<file path="src/rtl/alu_arbiter.sv">
// alu_arbiter: round-robin sharing of one combinational packed-lane ALU between two requesters.
// Latency: request accept to response valid = 2 cycles; one op in flight, issue interval >= 3 cycles.
// Backpressure: req ready only in IDLE; RESP holds result and alu_* registers until rsp ready.
//
// Ports:
//   clk, rst_n                       clock, async active-low reset
//   reqN_valid/ready/a/b/width/saturate/lock   request channel N (N=0,1)
//   rspN_valid/ready/c               response channel N
//   alu_a/b/width/saturate -> ALU    registered operands and mode (width 11 folded to 10)
//   alu_c <- ALU                     combinational ALU result
// Optional feature: define ALU_ARB_LOCK_EN to honour reqN_lock (bounded by LOCK_MAX grants).
module alu_arbiter #(
  parameter int unsigned LOCK_MAX = 16
) (
  input  logic        clk,
  input  logic        rst_n,
  input  logic        req0_valid,
  output logic        req0_ready,
  input  logic [31:0] req0_a,
  input  logic [31:0] req0_b,
  input  logic [1:0]  req0_width,
  input  logic        req0_saturate,
  input  logic        req0_lock,
  input  logic        req1_valid,
  output logic        req1_ready,
  input  logic [31:0] req1_a,
  input  logic [31:0] req1_b,
  input  logic [1:0]  req1_width,
  input  logic        req1_saturate,
  input  logic        req1_lock,
  output logic        rsp0_valid,
  input  logic        rsp0_ready,
  output logic [31:0] rsp0_c,
  output logic        rsp1_valid,
  input  logic        rsp1_ready,
  output logic [31:0] rsp1_c,
  output logic [31:0] alu_a,
  output logic [31:0] alu_b,
  output logic [1:0]  alu_width,
  output logic        alu_saturate,
  input  logic [31:0] alu_c
);

  typedef enum logic [1:0] {IDLE, EXEC, RESP} state_t;

  state_t      state;
  logic        owner;       // requester whose op is in flight
  logic        last_grant;  // loser of the next tie is this requester
  logic        rsp_vld;
  logic [31:0] result_q;

  logic        grant;
  logic        lock_hold;   // a lock is held and its owner is presenting
  logic        accept;
  logic        own_rsp_ready;

`ifdef ALU_ARB_LOCK_EN
  localparam int CW = (LOCK_MAX < 2) ? 1 : $clog2(LOCK_MAX + 1);

  logic          lock_vld;
  logic          lock_owner;
  logic [CW-1:0] lock_cnt;
  logic [CW-1:0] lock_cnt_nxt;
  logic          sel_lock;

  assign lock_hold    = lock_vld && (lock_owner ? req1_valid : req0_valid);
  assign sel_lock     = grant ? req1_lock : req0_lock;
  // A locked grant to the current owner extends the run; anything else starts a new run.
  assign lock_cnt_nxt = (lock_vld && (lock_owner == grant)) ? lock_cnt + CW'(1) : CW'(1);
`else
  logic unused_lock;
  assign lock_hold   = 1'b0;
  assign unused_lock = req0_lock ^ req1_lock ^ (LOCK_MAX != 0);
`endif

  always_comb begin
    grant = ~last_grant;
    if (req0_valid && !req1_valid) grant = 1'b0;
    else if (req1_valid && !req0_valid) grant = 1'b1;
`ifdef ALU_ARB_LOCK_EN
    if (lock_hold) grant = lock_owner;
`endif
  end

  // Ready is gated by rst_n so it drops together with the registered outputs.
  assign req0_ready    = rst_n && (state == IDLE) && req0_valid && !grant;
  assign req1_ready    = rst_n && (state == IDLE) && req1_valid && grant;
  assign accept        = req0_ready || req1_ready;
  assign own_rsp_ready = owner ? rsp1_ready : rsp0_ready;

  assign rsp0_valid = rsp_vld && !owner;
  assign rsp1_valid = rsp_vld && owner;
  assign rsp0_c     = owner ? 32'h0 : result_q;
  assign rsp1_c     = owner ? result_q : 32'h0;

  always_ff @(posedge clk or negedge rst_n) begin
    if (!rst_n) begin
      state        <= IDLE;
      owner        <= 1'b0;
      last_grant   <= 1'b1;
      rsp_vld      <= 1'b0;
      result_q     <= 32'h0;
      alu_a        <= 32'h0;
      alu_b        <= 32'h0;
      alu_width    <= 2'b00;
      alu_saturate <= 1'b0;
    end else begin
      case (state)
        IDLE: begin
          if (accept) begin
            alu_a        <= grant ? req1_a : req0_a;
            alu_b        <= grant ? req1_b : req0_b;
            alu_width    <= ((grant ? req1_width : req0_width) == 2'b11) ? 2'b10
                                                                         : (grant ? req1_width : req0_width);
            alu_saturate <= grant ? req1_saturate : req0_saturate;
            owner        <= grant;
            last_grant   <= grant;
            state        <= EXEC;
          end
        end
        EXEC: begin
          result_q <= alu_c;
          rsp_vld  <= 1'b1;
          state    <= RESP;
        end
        RESP: begin
          if (own_rsp_ready) begin
            rsp_vld <= 1'b0;
            state   <= IDLE;
          end
        end
        default: state <= IDLE;
      endcase
    end
  end

`ifdef ALU_ARB_LOCK_EN
  always_ff @(posedge clk or negedge rst_n) begin
    if (!rst_n) begin
      lock_vld   <= 1'b0;
      lock_owner <= 1'b0;
      lock_cnt   <= '0;
    end else if (state == IDLE) begin
      // Owner went away: release so the other requester is not starved.
      if (lock_vld && !lock_hold) begin
        lock_vld <= 1'b0;
        lock_cnt <= '0;
      end
      if (accept) begin
        if (sel_lock) begin
          // Run limit reached: release; last_grant already points at the owner,
          // so the next tie goes to the other requester.
          if (lock_cnt_nxt >= CW'(LOCK_MAX)) begin
            lock_vld <= 1'b0;
            lock_cnt <= '0;
          end else begin
            lock_vld   <= 1'b1;
            lock_owner <= grant;
            lock_cnt   <= lock_cnt_nxt;
          end
        end else if (lock_vld && (lock_owner == grant)) begin
          lock_vld <= 1'b0;
          lock_cnt <= '0;
        end
      end
    end
  end
`endif

endmodule

</file>
<file path="config.mk">
export PLATFORM = sky130hd
export DESIGN_NAME = alu_arbiter
export DESIGN_NICKNAME = d
export VERILOG_FILES = /design/src/rtl/alu_arbiter.sv
export SDC_FILE = /design/constraint.sdc
export NUM_CORES = 1
export LEC_CHECK = 0
export CAP_MARGIN = 5
export CORE_AREA = 2 2 119 121
export CTS_CLUSTER_SIZE = 24
export DETAILED_ROUTE_END_ITERATION = 8
export DIE_AREA = 0 0 121 123
export DONT_BUFFER_PORTS = 1
export GPL_TIMING_DRIVEN = 0
export PLACE_DENSITY_LB_ADDON = 0.05
export SLEW_MARGIN = 30
export SYNTH_ARGS = -nofsm -noshare
export SYNTH_HDL_FRONTEND = slang
export SYNTH_SLANG_ARGS = --single-unit
</file>
<file path="constraint.sdc">
create_clock -name clk -period 1.74 [get_ports clk]
set_input_delay 0.348 -clock clk [delete_from_list [all_inputs] [get_ports clk]]
set_output_delay 0.348 -clock clk [all_outputs]
set_load 0.02 [all_outputs]
</file>
Word-level counts from Yosys, hierarchy flattened. Index checks and enable logic that the tools add are counted. Widths: inputs -> output; s select.

Bits in writable memories: 0. Input port bits: 174. Logic and storage cells: 49. Bits in latches: 0. Register bits: 104. Memory bits (read-only): 0. Memories: 0. Output and inout bits: 135.

Shift operators: 0. $mul: 0. Reductions and logical operators: 19. Order comparisons: 0. Muxes and demuxes: 15. Add/sub/neg operators: 0. Equal/unequal tests: 5. Divide/modulo/power cells: 0. Bitwise gates (word level): 1.

Operators with widths (number): $mux 32 (4); $logic_and 1x1->1 (9); $mux 2 (4); $pmux 2 s3 (1); $reduce_and 2->1 (3); $mux 1 (5); $eq 2x2->1 const B (2); $logic_not 1->1 (4); $ne 2x2->1 const B (2); $eq 2x1->1 const B (1); $logic_not 2->1 (1); $pmux 1 s2 (1); $reduce_bool 2->1 (1); $logic_or 1x1->1 (1); $not 1->1 (1).

Logic depth before layout (Yosys ltp). Gate-level depths: netlist (run 1).

Word-level depth: 9. Mapped depth: 8. Gate-level depth less buffers: 3.

Least setup slack after synthesis (run 1). Ideal clock, no wire load.

Kind: flip-flop to output port. Start: register last_grant. End: output req0_ready. Data required time: 1.392 ns. Slack: -0.165 ns. Stages on the path, launching flop included: 6. Buffers on the path: 3. Arrival time: 1.557 ns. Path through: dfstp_2 -> buf_2 -> buf_2 -> clkbuf_1 -> inv_1 -> a21oi_1.

Word-level cells in the longest chain between the ends: 5.

RTL lines: from (decl) (line 48) `logic last_grant;`; from (signal assigned) (line 117) `last_grant <= grant;`; $not 1->1 (line 77) `grant = ~last_grant;`; $mux 1 (line 79) `else if (req1_valid && !req0_valid) grant = 1'b1;`; $mux 1 (line 78) `if (req0_valid && !req1_valid) grant = 1'b0;`; $logic_not 1->1 (line 86) `assign req0_ready = rst_n && (state == IDLE) && req0_valid && !grant;`; $logic_and 1x1->1 (line 86); to (decl) (line 18) `output logic req0_ready,`.

No other way between the ends.

Worst setup path after layout (run 1).
Start: register state[1]. End: output req0_ready.

Word-level cells in the longest chain between the ends: 4.

RTL lines: from (decl) (line 46) `state_t state;`; from (signal assigned) (line 98) `state <= IDLE;`; from (signal assigned) (line 118) `state <= EXEC;`; from (signal assigned) (line 124) `state <= RESP;`; $logic_not 2->1 (line 86); $logic_and 1x1->1 (3 in a row) (line 86).

No other way between the ends.

==> results.md, run 1 <==
* Die area at 14880 um2
* Number of synthesized register bits at 104
* Gr usage total at a little under a quarter
* Synth Area in XOR/XNOR at 0%
* Worst Tran Pin Value at between 0.5 and 0.6 ns
* Worst-path fanout max at 2
* Worst path max stage delay at between 0.4 and 0.5 ns
* Mux cell area share after synthesis at under 10%
* DP HPWL at approximately 13000 um
* VDD IR max at roughly 0.77 mV
* Final wirelength at 18040 um
* CTS Buffer Depth at 2
* Syn nets at about 740
* Fin nets at 752
* Worst endpoint required time at 1.39 ns
* DRC Markers at 0
* Placed Cells at between 700 and 800
* Vias/cell at just over 6
* Flop pwr share at between 40% and 50%
* Violated checks: negative hold slack, negative setup slack
* Clock Skews at 0.004737 ns
* Sw Share at around 46%
* Filler Cell Count at approximately 1300
* Antenna violations before repair at 0
* Layout area overhead at 20.04%
* RSZ-0062 raised after global routing: true
* Port Buffers at 0
* Worst-path cell chain: nor3b_2 > buf_4 > clkbuf_16 > nand2_4 > a21oi_4
* Final setup fails at 2
* Slew HR at just over 60%
* # diodes at 0
* Non-Filler Instances at 763
* Synth unique cells at 29
* Die Width at 121 um
* FFs w/ async S/R, synth at 100.0%
* Max Slew Vio Count at 0
* Row Count at 43
* Sequential-to-total area share from yosys stat at a little under half
* Crit-path leading delay family: flip-flops
* Avg WL per Cell at ~24 um
* Num CTS Buffers at 9
* Fraction of layout cells with a size suffix above 1 at between 30 and 40%
* Switch Pwr at between 0.006 and 0.007 W
* Startpoint types: flop
* H-Tree Depth at 3
* Critical path buffer and inverter count at 2
* Post-synthesis compound-gate area fraction at approximately 33%
* DRT iter0 DRCs at 187
* Reg-to-Reg Start: last_grant
* Dominant synthesized flop cell: dfrtp_1
* Crit path capture type: output port
* Final ANT Viol Nets at 0
* Status: complete, but fails checks
* Post-synth EDFFs at 0
* Syn Std Cell Area at 5664 um2
* Grt ovf at 0
* Worst Setup SP: state[1]
* Largest net degree at the start of global routing at around 110
* Leak Pwr at approximately 2.6 nW
* Final Wtd Congestion at between 0.7 and 0.8
* FMAX at 542.6 MHz
* CTS tree: done
* Power Density at ~2100 nW/um2
* Internal at between 0.007 and 0.008 W
* Core Region at roughly 14000 um2
* Crit path arrival time at 1.50 ns
* Ys Warns at 0
* Combinational fraction of design power at a little over two fifths
* Max-Cap Viols at 0
* Global-route wire length before repair at roughly 26000 um
* # clock sinks at 104
* Hold Crit Class: input port to async pin
* Num ports at 309
* Synth Area in Adders at 0%
* Post-Synth Simple-Gate Area at around 8%
* Worst-Skew Late Latency at approximately 0.35 ns
* Clock transition at path regs at ~0.07 ns
* Clock root buffer: clkbuf_16
* Synthesized area per cell at between 10 and 15 um2
* Syn Inst Count at 563
* Pre-antenna DRT Iters at 4
* Largest family of logic cells by synthesized area: compound AO/OA/AOI/OAI gates
* Critical setup path kind: flop to output port
* Hold WS at -0.3111 ns
* Fin worst setup slack at -0.1030 ns
* Power share of the clock group at between 15 and 20%
* Die H at around 120 um
* Final Util at between 40% and 50%
* Initial Utilization at between 40% and 50%
* Via count at between 4000 and 5000
* Tcrit/Tclk final at 105.9%
* CP max-delay cell: dfrtp_1
* Min Tclk post-route at between 1.5 and 2 ns
* Vias in the first global route at between 4000 and 5000
* Final hold violation count at approximately 100
-- path summary, 6_finish.rpt --
path,to,slack (ns),depth (start not counted)
setup / recovery,req0_ready,-0.10,5
max in group asynchronous,last_grant,1.79,0
hold / removal,alu_a[7],-0.31,0
setup reg to reg,alu_b[14],0.06,5
min in group clk,result_q[24],0.14,1
hold reg to reg,result_q[1],0.53,1
-- worst reg2reg max path, stage by stage, from the launching register on --
cell and delay, ns:
dfstp_2 0.59, buf_12 0.12, nand2_4 0.12, clkbuf_1 0.31, a32oi_1 0.31, a21oi_1 0.09
-- cell families (layout without fill, tap and decap cells) --
family,Yosys count,after routing
buf+inv,75,95
mux,33,33
flops,104,104
compound gates,276,276
simple gates,75,75
-- power groups by stage --
stage / registers [W] / clock network [W] / logic (W)
floorplan: 0.00522 / 0 / 0.00435
finish: 0.00565 / 0.00224 / 0.00617
detailed placement: 0.00564 / 0 / 0.00517
global placement: 0.00563 / 0 / 0.00507
global route: 0.00581 / 0.00239 / 0.00664
CTS: 0.00567 / 0.00228 / 0.00575
-- area by class of cell --
| cell class | count | area, um2 | share of cell area, % |
|---|---|---|---|
| flip-flops and latches | 104 | 2605 | 38.31 |
| inverters | 4 | 15.01 | 0.2208 |
| repair buffers | 9 | 91.34 | 1.343 |
| plain buffers | 66 | 440.4 | 6.478 |
| multi-input cells | 384 | 3089 | 45.44 |
| clock inverters | 4 | 76.32 | 1.123 |
| well taps | 180 | 225.2 | 3.312 |
| clock buffers | 12 | 256.5 | 3.773 |
-- repair_timing --
action	4_1_cts	5_1_grt
setup buffers	6	3
gates cloned	0	0
endpoints found under the hold margin	104	104
endpoints found under the setup margin	129	152
pin swaps	2	11
gates resized for setup	114	90
-- Yosys cell counts, drive strengths merged, types with 2 or more instances --
cell type  number  area [um2]
inv             4       15.01
clkbuf         45       168.9
o21a           66       495.5
dfrtp         103        2577
nor2b          33       206.5
nand2           2       7.510
a21oi         135       750.7
buf            26       152.7
and2           34       212.7
mux2           32       360.4
a32oi          66       578.1
o21ai           2       10.01
a31oi           2       12.51
-- routing by layer --
metal	GRT usage, %	part of all wire, %	up-vias	routed length [um]
li1	-	-	2126	-
met2	38.90	50	205	9054
met5	0	0	-	0
met3	7.426	8.9	25	1612
met1	27.90	39	2323	6965
met4	8.212	2.3	0	410
-- per-stage QoR --
step / TNS (ns) / power [W] / setup slack [ns] / area (um2)
after global routing: -0.2715 / 0.01484 / -0.1505 / 6799
after detailed placement: -11.45 / 0.01081 / -0.3431 / 5894
final: -0.1592 / 0.01406 / -0.1030 / 6799
after floorplan: 0 / 0.009561 / 0.03951 / 5669
after global placement: -9.653 / 0.01071 / -0.3426 / 5894
after CTS: -2.003 / 0.01371 / -0.1009 / 6521
-- placed cells by master (no fill, tap or decap), drive strengths merged, types with 4 or more instances in the layout --
cell type	count
a21oi	135
inv	4
clkbuf	46
mux2	32
buf	41
dfrtp	103
o21a	66
a32oi	66
nor2b	33
and2	34
-- sequential cells by signal, indices dropped and copies added, names as in the netlist, 2 cells and up --
| signal | flops |
|---|---|
| alu_a | 32 |
| alu_b | 32 |
| alu_width | 2 |
| result_q | 32 |
| state | 2 |
No activity file was read; power rests on OpenSTA's default activity.
==> inputs of run 2 (changes only) <==
--- a/config.mk
+++ b/config.mk
@@ -6,10 +6,10 @@
 export NUM_CORES = 1
 export LEC_CHECK = 0
 export CAP_MARGIN = 5
-export CORE_AREA = 2 2 119 121
+export CORE_MARGIN = 1
+export CORE_UTILIZATION = 35
 export CTS_CLUSTER_SIZE = 24
 export DETAILED_ROUTE_END_ITERATION = 8
-export DIE_AREA = 0 0 121 123
 export DONT_BUFFER_PORTS = 1
 export GPL_TIMING_DRIVEN = 0
 export PLACE_DENSITY_LB_ADDON = 0.05
==> run 2 against run 1 <==
Die area increased by 12%. Utilization fell by 6.7 points. Setup slack better by 0.020 ns. Largest power group unchanged. Combinational power grew 3%. The flow still finishes with violations (negative hold slack, negative setup slack). Sequential power barely moved. Routed wire length rose by 2.8%. Critical endpoint unchanged.
==> results.md, run 2 (synthesis gave the netlist of run 1 again) <==
* Status: complete, but fails checks (unchanged)
* Violated checks: negative hold slack, negative setup slack (unchanged)
* Crit path arrival time at 1.47 ns (was 1.50 ns)
* Worst-Skew Late Latency at 0.35 ns (about the same)
* Final hold violation count at 104 (unchanged)
* Power Density at 2073 nW/um2 (was 2068 nW/um2)
* Final setup fails at 2 (unchanged)
* Port Buffers at 0 (unchanged)
* Combinational fraction of design power at 44.9% (was 43.9%)
* Clock transition at path regs at 0.07 ns (about the same)
* Worst-path fanout max at 2 (unchanged)
* Final ANT Viol Nets at 0 (unchanged)
* CP max-delay cell: dfrtp_1 (unchanged)
* Num ports at 309 (unchanged)
* CTS Buffer Depth at 2 (unchanged)
* Fraction of layout cells with a size suffix above 1 at 34.70% (was 35.33%)
* Max-Cap Viols at 0 (unchanged)
* Clock Skews at 0.006098 ns (was 0.004737 ns)
* Fin worst setup slack at -0.08273 ns (was -0.1030 ns)
* Layout area overhead at 20.79% (was 20.04%)
* Final wirelength at 18550 um (was 18040 um)
* RSZ-0062 raised after global routing: true (unchanged)
* Pre-antenna DRT Iters at 6 (was 4)
* Hold Crit Class: input port to async pin (unchanged)
* Initial Utilization at 35.79% (was 41.61%)
* Vias in the first global route at 4526 (was 4580)
* Worst-path cell chain: nor3b_2 > buf_4 > clkbuf_16 > nand2_8 > a21oi_4 (was nor3b_2 > buf_4 > clkbuf_16 > nand2_4 > a21oi_4)
* Internal at 0.007626 W (was 0.007571 W)
* Row Count at 46 (was 43)
* Setup WS pre-CTS at -0.3960 ns (was -0.3431 ns)
* Vias/cell at 5.838 (was 6.132)
* Fin nets at 755 (was 752)
* Biggest registers after layout: alu_a x32, alu_b x32, result_q x32 (unchanged)
* Crit path capture type: output port (unchanged)
* VDD IR max at 0.7603 mV (was 0.7657 mV)
* Max Slew Vio Count at 0 (unchanged)
* Non-Filler Instances at 801 (was 763)
* Crit-path leading delay family: flip-flops (unchanged)
* Tcrit/Tclk final at 104.8% (was 105.9%)
* Worst endpoint required time at 1.39 ns (about the same)
* Filler Cell Count at 1557 (was 1289)
* Switch Pwr at 0.006554 W (was 0.006489 W)
* DRC Markers at 0 (unchanged)
* Die Width at 129.2 um (was 121 um)
* Hold WS at -0.3083 ns (was -0.3111 ns)
* Leading cell type in the layout, fill and taps excluded: a21oi_1 (unchanged)
* H-Tree Depth at 3 (unchanged)
* Via count at 4676 (was 4679)
* Final Wtd Congestion at 0.7513 (was 0.7886)
* Avg WL per Cell at 23.16 um (was 23.65 um)
* Power share of the clock group at 15.1% (was 15.9%)
* Core Region at 15830 um2 (was 13610 um2)
* Num CTS Buffers at 9 (unchanged)
* Placed Cells at 779 (was 743)
* Gr usage total at 21.38% (was 23.12%)
* FMAX at 548.6 MHz (was 542.6 MHz)
* Global-route wire length before repair at 26940 um (was 26430 um)
* Flop pwr share at 40.0% (was 40.2%)
* Worst Tran Pin Value at 0.5071 ns (was 0.5653 ns)
* Min Tclk post-route at 1.823 ns (was 1.843 ns)
* Startpoint types: flop (unchanged)
* Largest net degree at the start of global routing at 106 (unchanged)
* Commonest non-fill, non-tap cells in the layout: a21oi_1 (114), dfrtp_1 (102), o21a_1 (66) (unchanged)
* Worst path max stage delay at 0.38 ns (was 0.41 ns)
* DP HPWL at 13520 um (was 13290 um)
* Grt ovf at 0 (unchanged)
* Critical setup path kind: flop to output port (unchanged)
* # diodes at 0 (unchanged)
* Critical path buffer and inverter count at 2 (unchanged)
* Leak Pwr at 2.652 nW (was 2.608 nW)
* # clock sinks at 104 (unchanged)
* CTS tree: done (unchanged)
* Die H at 129.2 um (was 123 um)
* Die area at 16700 um2 (was 14880 um2)
* DRT iter0 DRCs at 200 (was 187)
* Antenna violations before repair at 0 (unchanged)
* Sw Share at 46.22% (was 46.15%)
* Slew HR at 66.19% (was 62.31%)
* Clock root buffer: clkbuf_16 (unchanged)
## run 2: cell types whose count changed in the layout (fill, tap and decap cells not counted), sizes merged
| cell | previous run | this run |
|---|---|---|
| clkinv | 1 | 0 |
| buf | 41 | 38 |
| clkbuf | 46 | 52 |
## run 2: through the flow
stage | cell area (um2) | total power, W | setup TNS, ns | util (%)
5_1_grt | 6842 | 0.01499 | -0.3335 | 43.23
4_1_cts | 6556 | 0.01374 | -0.9778 | 41.42
6_report | 6842 | 0.01418 | -0.1446 | 43.23
2_1_floorplan | 5669 | 0.009561 | 0 | -
3_5_place_dp | 5939 | 0.01084 | -13.34 | 37.53
3_3_place_gp | 5939 | 0.01073 | -11.41 | 37.53
## run 2: worst paths after layout
| check | startpoint | to | slack, ns | cells after the start |
|---|---|---|---|---|
| worst max-delay path | state[0] | req0_ready | -0.08 | 5 |
| worst min-delay path | rst_n | alu_b[4] | -0.31 | 0 |
| worst max register to register | last_grant | alu_b[6] | 0.04 | 6 |
| worst min register to register | result_q[25] | result_q[25] | 0.54 | 1 |
| max in group asynchronous | rst_n | last_grant | 1.85 | 0 |
| min in group clk | alu_c[23] | result_q[23] | 0.15 | 1 |
## run 2: metal layers
| layer | up-vias | GRT usage, % | wire length, um |
|---|---|---|---|
| met2 | 202 | 35.90 | 9133 |
| li1 | 2127 | - | - |
| met1 | 2337 | 26.34 | 7578 |
| met3 | 10 | 7.597 | 1687 |
| met5 | - | 0 | 0 |
| met4 | 0 | 4.706 | 153 |
## run 2: area by class of cell
class | instances | area [um2] | share of cell area (%)
Clock buffer | 12 | 236.5 | 3.456
Clock inverter | 3 | 67.56 | 0.9876
Tap cell | 216 | 270.3 | 3.950
Timing Repair Buffer | 10 | 82.58 | 1.207
Inverter | 4 | 15.01 | 0.2195
Buffer | 68 | 480.5 | 7.023
Multi-Input combinational cell | 384 | 3084 | 45.08
Sequential cell | 104 | 2605 | 38.08
## run 2: repair_timing
action                     CTS  global route
hold endpoints to repair   104           104
buffers inserted             7             2
pin swaps                    4             5
gates cloned                 1             0
setup endpoints to repair  132           120
gates resized for setup    124           103
## run 2: worst register-to-register path: stages, from the launching register on
cell      delay, ns
dfstp_2        0.63
buf_6          0.15
o21bai_2       0.10
buf_6          0.17
buf_4          0.19
a32oi_1        0.26
a21oi_2        0.08
## run 2: power by group through the flow
stage	clock network, W	logic [W]	registers [W]
2_1_floorplan	0	0.00435	0.00522
3_3_place_gp	0	0.00512	0.00561
3_5_place_dp	0	0.00522	0.00562
4_1_cts	0.00220	0.00587	0.00567
5_1_grt	0.00229	0.00686	0.00584
6_report	0.00214	0.00636	0.00568
